===== src/rtl/multicycle_controller_pkg.sv =====
// multicycle_controller_pkg: shared states, field encodings and helpers for the multicycle controller
package multicycle_controller_pkg;

    typedef enum logic [3:0] {
        FETCH,
        DECODE,
        MEMADR,
        MEMRD,
        MEMWB,
        MEMWR,
        EXECR,
        EXECI,
        ALUWB,
        BRANCH,
        FAULT
    } state_t;

    localparam logic [1:0] OP_DP  = 2'b00;
    localparam logic [1:0] OP_MEM = 2'b01;
    localparam logic [1:0] OP_BR  = 2'b10;

    localparam logic [1:0] IMM_8  = 2'b00;
    localparam logic [1:0] IMM_12 = 2'b01;
    localparam logic [1:0] IMM_24 = 2'b10;

    localparam logic [1:0] RES_ALUOUT = 2'b00;
    localparam logic [1:0] RES_DATA   = 2'b01;
    localparam logic [1:0] RES_ALURES = 2'b10;

    localparam logic [1:0] SRCB_REG  = 2'b00;
    localparam logic [1:0] SRCB_IMM  = 2'b01;
    localparam logic [1:0] SRCB_FOUR = 2'b10;

    localparam logic [3:0] CMD_CMP = 4'b1010;

    localparam logic [3:0] COND_EQ = 4'h0;
    localparam logic [3:0] COND_NE = 4'h1;
    localparam logic [3:0] COND_CS = 4'h2;
    localparam logic [3:0] COND_CC = 4'h3;
    localparam logic [3:0] COND_MI = 4'h4;
    localparam logic [3:0] COND_PL = 4'h5;
    localparam logic [3:0] COND_VS = 4'h6;
    localparam logic [3:0] COND_VC = 4'h7;
    localparam logic [3:0] COND_HI = 4'h8;
    localparam logic [3:0] COND_LS = 4'h9;
    localparam logic [3:0] COND_GE = 4'hA;
    localparam logic [3:0] COND_LT = 4'hB;
    localparam logic [3:0] COND_GT = 4'hC;
    localparam logic [3:0] COND_LE = 4'hD;
    localparam logic [3:0] COND_AL = 4'hE;
    localparam logic [3:0] COND_NV = 4'hF;

    function automatic logic is_wait_state(input state_t s);
        return s == FETCH || s == MEMRD || s == MEMWR;
    endfunction

endpackage


===== src/rtl/multicycle_controller_cond_check.sv =====
// cond_check: evaluates an ARM condition field against the registered NZCV flags
module cond_check
    import multicycle_controller_pkg::*;
(
    input  logic [3:0] cond,
    input  logic [3:0] flags,
    output logic       condEx
);

    logic n, z, c, v;

    assign {n, z, c, v} = flags;

    // one entry per condition code; the reserved code never executes
    always_comb begin
        condEx = 1'b0;
        case (cond)
            COND_EQ: condEx = z;
            COND_NE: condEx = !z;
            COND_CS: condEx = c;
            COND_CC: condEx = !c;
            COND_MI: condEx = n;
            COND_PL: condEx = !n;
            COND_VS: condEx = v;
            COND_VC: condEx = !v;
            COND_HI: condEx = c && !z;
            COND_LS: condEx = !c || z;
            COND_GE: condEx = n == v;
            COND_LT: condEx = n != v;
            COND_GT: condEx = !z && (n == v);
            COND_LE: condEx = z || (n != v);
            COND_AL: condEx = 1'b1;
            COND_NV: condEx = 1'b0;
            default: condEx = 1'b0;
        endcase
    end

endmodule


===== src/rtl/multicycle_controller.sv =====
// multicycle_controller: Moore control FSM for a multicycle ARM-style datapath with memory-wait timeout
module multicycle_controller
    import multicycle_controller_pkg::*;
#(
    parameter int TIMEOUT_CYCLES = 255
)
(
    input  logic        clk,
    input  logic        rst_n,
    input  logic [31:0] instr,
    input  logic [3:0]  aluFlags,
    input  logic        memReady,
    output logic        memRead,
    output logic        memW,
    output logic        irWrite,
    output logic        pcWrite,
    output logic        regW,
    output logic        adrSrc,
    output logic        aluSrcA,
    output logic [1:0]  aluSrcB,
    output logic [1:0]  resultSrc,
    output logic [1:0]  immSrc,
    output logic        aluOp,
    output logic        fault,
    output logic [3:0]  flags
);

    localparam int CW = $clog2(TIMEOUT_CYCLES + 1);

    state_t        state, state_next;
    logic [CW-1:0] wait_cnt;
    logic [3:0]    cond, rd;
    logic [1:0]    op;
    logic [5:0]    funct;
    logic          cond_ex, is_cmp, timeout;
    logic          ir_w, pc_w, reg_w, mem_w;
    logic          unused_bits;

    assign cond        = instr[31:28];
    assign op          = instr[27:26];
    assign funct       = instr[25:20];
    assign rd          = instr[15:12];
    assign unused_bits = ^{instr[19:16], instr[11:0]};
    assign is_cmp      = funct[4:1] == CMD_CMP;
    assign timeout     = wait_cnt == CW'(TIMEOUT_CYCLES - 1);

    cond_check u_cond_check (
        .cond   (cond),
        .flags  (flags),
        .condEx (cond_ex)
    );

    // write strobes are held off for as long as reset is asserted
    assign irWrite = ir_w & rst_n;
    assign pcWrite = pc_w & rst_n;
    assign regW    = reg_w & rst_n;
    assign memW    = mem_w & rst_n;

    // state register and memory-wait counter, cleared whenever a wait state is entered
    always_ff @(posedge clk or negedge rst_n) begin
        if (!rst_n) begin
            state    <= FETCH;
            wait_cnt <= '0;
        end else begin
            state    <= state_next;
            wait_cnt <= (state_next == state && is_wait_state(state)) ? wait_cnt + CW'(1) : '0;
        end
    end

    // NZCV only updates on the write-back of an S-suffixed data-processing instruction
    always_ff @(posedge clk or negedge rst_n) begin
        if (!rst_n) flags <= 4'b0000;
        else if (state == ALUWB && funct[0]) flags <= aluFlags;
    end

    // next-state decode and Moore outputs (FETCH strobes also follow memReady)
    always_comb begin
        state_next = state;
        memRead    = 1'b0;
        mem_w      = 1'b0;
        ir_w       = 1'b0;
        pc_w       = 1'b0;
        reg_w      = 1'b0;
        adrSrc     = 1'b0;
        aluSrcA    = 1'b0;
        aluSrcB    = SRCB_REG;
        resultSrc  = RES_ALUOUT;
        immSrc     = IMM_8;
        aluOp      = 1'b0;
        fault      = 1'b0;
        case (state)
            FETCH: begin
                memRead    = 1'b1;
                aluSrcA    = 1'b1;
                aluSrcB    = SRCB_FOUR;
                resultSrc  = RES_ALURES;
                ir_w       = memReady;
                pc_w       = memReady;
                state_next = memReady ? DECODE : timeout ? FAULT : FETCH;
            end
            DECODE: begin
                aluSrcA    = 1'b1;
                aluSrcB    = SRCB_FOUR;
                resultSrc  = RES_ALURES;
                state_next = !cond_ex       ? FETCH :
                             op == OP_DP    ? (funct[5] ? EXECI : EXECR) :
                             op == OP_MEM   ? MEMADR :
                             op == OP_BR    ? BRANCH : FAULT;
            end
            MEMADR: begin
                aluSrcB    = SRCB_IMM;
                immSrc     = IMM_12;
                state_next = funct[0] ? MEMRD : MEMWR;
            end
            MEMRD: begin
                memRead    = 1'b1;
                adrSrc     = 1'b1;
                state_next = memReady ? MEMWB : timeout ? FAULT : MEMRD;
            end
            MEMWB: begin
                reg_w      = 1'b1;
                resultSrc  = RES_DATA;
                state_next = FETCH;
            end
            MEMWR: begin
                mem_w      = 1'b1;
                adrSrc     = 1'b1;
                state_next = memReady ? FETCH : timeout ? FAULT : MEMWR;
            end
            EXECR: begin
                aluOp      = 1'b1;
                state_next = ALUWB;
            end
            EXECI: begin
                aluOp      = 1'b1;
                aluSrcB    = SRCB_IMM;
                state_next = ALUWB;
            end
            ALUWB: begin
                reg_w      = !is_cmp;
                pc_w       = !is_cmp && rd == 4'hF;
                state_next = FETCH;
            end
            BRANCH: begin
                immSrc     = IMM_24;
                aluSrcB    = SRCB_IMM;
                resultSrc  = RES_ALURES;
                pc_w       = 1'b1;
                state_next = FETCH;
            end
            FAULT: fault = 1'b1;
            default: state_next = FAULT;
        endcase
    end

endmodule

===== config.mk =====
export PLATFORM = sky130hd
export DESIGN_NAME = multicycle_controller
export DESIGN_NICKNAME = d
export VERILOG_FILES = /design/src/rtl/multicycle_controller_pkg.sv /design/src/rtl/multicycle_controller_cond_check.sv /design/src/rtl/multicycle_controller.sv
export SDC_FILE = /design/constraint.sdc
export NUM_CORES = 1
export LEC_CHECK = 0
export BUFFER_PORTS_ARGS = -buffer_cell sky130_fd_sc_hd__buf_4
export CELL_PAD_IN_SITES_DETAIL_PLACEMENT = 0
export CELL_PAD_IN_SITES_GLOBAL_PLACEMENT = 1
export CORE_MARGIN = 1
export CORE_UTILIZATION = 29
export CTS_CLUSTER_DIAMETER = 100
export CTS_CLUSTER_SIZE = 24
export DETAILED_ROUTE_END_ITERATION = 6
export MAX_ROUTING_LAYER = met4
export PLACE_DENSITY = 0.7
export SLEW_MARGIN = 10
export SYNTH_ARGS = -nofsm -noshare
export SYNTH_HDL_FRONTEND = slang
export SYNTH_SLANG_ARGS = --single-unit

===== constraint.sdc =====
create_clock -name clk -period 3.3 [get_ports clk]
set_clock_uncertainty 0.2 [all_clocks]
set_input_delay 0.99 -clock clk [delete_from_list [all_inputs] [get_ports clk]]
set_output_delay 0.99 -clock clk [all_outputs]
set_load 0.02 [all_outputs]

# == After elaboration in Yosys (flattened, before gate mapping) ==
# Index checks and enable logic that the tools add are counted.
# Widths: inputs -> output; s select.
# totals
elab_cells,92
latch_bits,0
inputBits,39
rom_bits,0
memories,0
out_inout_bits,19
mem_bits_rw,0
reg_bits,16
# op_classes
eq_ne,33
order_cmp,0
n_addsub,1
n_bitwise,4
mux,27
shifts,0
reduce_logical,24
n_mul,0
div_mod_pow,0
# ops
op,count
$eq 4x4->1 const B,13
$mux 4,9
$eq 4x3->1 const B,8
$pmux 4 s8,1
$eq 4x2->1 const B,4
$pmux 1 s16,1
$pmux 2 s2,3
$reduce_or 3->1,3
$add 8x1->8 const B,1
$eq 4x1->1 const B,2
$eq 8x8->1 const B,1
$logic_not 4->1,2
$mux 1,8
$mux 8,1
$reduce_or 2->1,4
$logic_and 1x1->1,5
$logic_not 1->1,5
$and 1x1->1,4
$eq 4x4->1,1
$logic_or 1x1->1,4
$mux 3,1
$pmux 1 s3,1
$eq 2x1->1 const B,1
$eq 2x2->1 const B,1
other kinds (5),5

# == Depth between registers and ports, before layout ==
# logic_depth
ltp_word,9
mapped_depth,7
depth_no_buf,7

# == By module ==
# Synthesis repeated with hierarchy kept, for this count alone.
# hier_totals
hier_cells,149
area_unflattened_um2,1260.0
# by_module_without_submodules
mod,area_per_inst_um2,n_inst,seq_area_each_um2,cells_each
multicycle_controller,1104.8,1,400.4,126
cond_check,155.1,1,0.0,23

# == Worst setup path after synthesis ==
# No wires, ideal clock.
# synth_path
kind,input port to output port
from,input port instr[21]
to,output port regW
n_path_buf,0
slack_ps,480
cell_stages,3
t_arrival_ps,1630
required_ps,2110
path_cell_list,nor4bb_1 > o21ai_0 > and3_1
# synth_between
elab_chain_cells,4
# synth_lines
element,line_no,rtl
start: declaration,multicycle_controller.sv:10,"input logic [31:0] instr,"
$eq 4x4->1,multicycle_controller.sv:44,assign is_cmp = funct[4:1] == CMD_CMP;
$logic_not 1->1,multicycle_controller.sv:140,reg_w = !is_cmp;
$pmux 1 s2,multicycle_controller.sv:91,case (state)
$and 1x1->1,multicycle_controller.sv:56,assign regW = reg_w & rst_n;
end: declaration,multicycle_controller.sv:17,"output logic regW,"
# No other way between the ends.

# == Final worst setup path ==
# layout_path
from,input port instr[21]
to,output port pcWrite
# layout_between
elab_chain_cells,5
# layout_lines
element,line_no,rtl
$eq 4x4->1,multicycle_controller.sv:44,
$logic_not 1->1,multicycle_controller.sv:141,pc_w = !is_cmp && rd == 4'hF;
$logic_and 1x1->1,multicycle_controller.sv:141,
$pmux 1 s3,multicycle_controller.sv:91,
$and 1x1->1,multicycle_controller.sv:55,assign pcWrite = pc_w & rst_n;
end: declaration,multicycle_controller.sv:16,"output logic pcWrite,"
# No other way between the ends.

==> flow_summary_export.csv <==
group,metric,value,unit
synth,synth_cells,146,
final_layout,seqCellArea,400,µm²
sta,period_share,96.6,%
flow_run,maxCapViolations,0,
final_layout,nNetsFinal,228,
drt,firstDrtPassIters,4,
pwr,p_leak,0.000735,µW
sta,finalCriticalPeriod,3.19,ns
synth,synth_area_per_cell,8.75,µm²
floorplan,die_y,68.4,µm
drt,wirelength,3410,µm
worst_setup_path,crit_chain,"buf_4, nor4bb_1, nor2_1, a2bb2oi_1, nor2_1, buf_4",
clock_tree,post_cts_resized,0,
sta,maxSlewHeadroom,68.3,%
floorplan,start_util,31.0,%
drt,ant_nets,0,
final_layout,diodes,0,
drt,drc_errors,0,
clock_tree,holdBufCountCts,0,
worst_setup_path,worstSetupPathDepth,6,
sta,setup_ws,0.111,ns
global_routing,antenna_found_initial,0,
synth,synth.distinct_cells,51,
final_layout,fill_cells,431,
synth,syn-num-nets,187,
worst_setup_path,cpPeakStageDelay,0.42,ns
worst_hold_path,hold_path.class,"in -> async",
synth,syn-cell-area,1280,µm²
sta,worst_pin_slew,0.476,ns
clock_tree,htree_num_levels,1,
pwr,vdd_drop_max,0.287,mV
clock_tree,cts_tree,"yes",
drt,drtIter0Drc,92,
synth,synth_warnings,0,
pwr,pwr-share-comb,61.6,%
run_status,outcome,"completed",
floorplan,num_rows,23,
worst_setup_path,r2r_cells,6,
worst_setup_path,required,2.11,ns
placement,dp_hpwl,2630,µm
synth,ys_seq_elements,16,
synth,synth_edf_count,0,
synth,async_flop_share,100,%
sta,max_freq,314,MHz
global_routing,grt_max_degree,15,
worst_setup_path,crit_fanout,2,
sta,hold_viol_final,0,
synth,synth_ff_type,"dfrtp_1",
clock_tree,clock_latency,0.25,ns
clock_tree,cts_root_buf,"clkbuf_8",
sta,timing.setup.tns,0,ns
pwr,p_sw_share,48.4,%
final_layout,final_cells,236,
global_routing,grt_first_pass_wirelength,5420,µm
clock_tree,post_cts_buffers,0,
pwr,power_density,832,nW/µm²
worst_setup_path,crit_buf_inv,2,
drt,avgViaCountPerCell,5.44,
global_routing,grt_pass1_vias,1178,
sta,finalSetupViolations,0,
worst_setup_path,path_class,"in -> out",
floorplan,die_area,4670,µm²
worst_setup_path,crit_path_end_kind,"output port",
global_routing,grt_overflow,0,
placement,place_inst,232,
final_layout,drive_gt1_share,31.7,%
pwr,clkPwrFrac,12.7,%
sta,maxSlewViolCount,0,
placement,place_ws,0.123,ns
drt,vias,1285,
sta,rsz0062_at_grt,"false",
placement,port_buffers,41,
pwr,switchingPower,674,µW
placement,gp_congestion,0.852,
final_layout,synthToLayoutAreaGrowth,31.0,%
worst_setup_path,critPathLaunchType,"primary input",
clock_tree,clockBufferDepth,2,
clock_tree,cts_buffers,3,
drt,wl_per_cell,14.5,µm
pwr,p_int,718,µW
clock_tree,cts_sinks,16,
final_layout,multiInputGateArea,811,µm²
worst_setup_path,cp_slowest_cell,"nor4bb_1",
placement,placed_cell_area,1620,µm²
floorplan,die_w,68.4,µm
synth,yosysSeqAreaShare,31.3,%
worst_setup_path,crit_family,"simple AND/OR/NAND/NOR gates",
clock_tree,path_clk_slew,0.06,ns
final_layout,finalInstanceArea,1670,µm²
pwr,pwr-share-seq,25.7,%
floorplan,core_area,4120,µm²
floorplan,io_pins,58,
worst_setup_path,arrival,2.00,ns
global_routing,grt_usage,16.0,%
-- placed cells by master, fill, tap and decap left out, types with 5 or more instances in the layout --
cell,n
nor3_1,5
xor2_1,6
nor2_1,15
nand2b_1,6
nand3_1,5
a221oi_1,8
inv_1,7
nand2_1,6
xnor2_1,5
a21oi_1,7
buf_4,42
dfrtp_1,16
-- cell families (layout without fill, tap and decap cells) --
logic type      Yosys count  in the layout  share of synthesized area, %
compound gates           36             36                          21.5
xor+xnor                 11             11                          7.54
fa+ha+maj                 2              2                          1.96
buf+inv                  14             54                          5.19
flops                    16             16                          31.3
mux                       6              6                          5.09
simple gates             61             61                          27.4
-- area by class of cell --
class / instances / area share [%]
multi-input cells: 116 / 48.4
repair buffers: 42 / 18.8
flip-flops and latches: 16 / 23.9
clock buffers: 4 / 3.29
well taps: 50 / 3.74
inverters: 8 / 1.79
-- registers in the layout, indices dropped and copies added (netlist names) --
| name | cells |
|---|---|
| wait_cnt | 8 |
| state | 4 |
| flags | 4 |
-- through the flow --
stage / hold WS [ns] / total power [µW] / util, %
6_report: 0.330 / 1390 / 40.7
3_3_place_gp: 0.345 / 1200 / 39.3
4_1_cts: 0.321 / 1400 / 40.7
3_5_place_dp: 0.339 / 1220 / 39.3
2_1_floorplan: 0.302 / 943 / -
5_1_grt: 0.319 / 1490 / 40.7
-- power by group through the flow --
stage | Combinational, µW | Sequential (µW) | Clock (µW)
CTS | 862 | 356 | 182
finish | 858 | 358 | 176
detailed placement | 860 | 360 | 0
floorplan | 617 | 325 | 0
global placement | 844 | 358 | 0
global route | 928 | 369 | 190
-- per-layer routing --
layer	GRT usage, %	part of all wire [%]
met5	-	0
met4	4.69	1.3
met3	3.17	2.9
met2	26.5	50
met1	19.5	45
-- worst reg2reg max path, cell delays in order, from the launching register on --
cell and delay, ns:
dfrtp_1 0.42, xnor2_1 0.33, o21ai_1 0.13, o2bb2ai_2 0.15, o2111ai_1 0.34, nand4_1 0.38, a221oi_1 0.40
-- Yosys cell counts (2+ instances only) --
cell	n	area, µm²
and4_1	2	17.5
dfrtp_1	16	400
a221oi_1	8	70.1
nand4_1	4	25.0
nor2b_1	2	12.5
nor3b_1	2	15.0
xnor2_1	5	43.8
buf_2	2	10.0
nand2_1	6	22.5
inv_1	7	26.3
o22ai_1	2	12.5
ha_1	2	25.0
mux2i_1	2	20.0
o21ai_0	4	20.0
clkbuf_1	2	7.51
nand2b_1	6	37.5
and3_1	3	18.8
nor2_1	15	56.3
o21ai_1	2	10.0
mux2_2	4	45.0
a21oi_1	7	35.0
nor3_1	5	25.0
xor2_1	6	52.6
nand3_1	5	25.0
-- path summary, 6_finish.rpt --
path / start / endpoint / slack, ns
worst max-delay path: instr[21] / pcWrite / 0.11
worst min-delay path: rst_n / state[2] / 0.33
worst max register to register: flags[3] / wait_cnt[7] / 0.85
worst min register to register: wait_cnt[0] / wait_cnt[0] / 0.36
max in group asynchronous: rst_n / wait_cnt[5] / 2.20
min in group clk: wait_cnt[0] / wait_cnt[0] / 0.36
(Power assumes the default switching activity.)
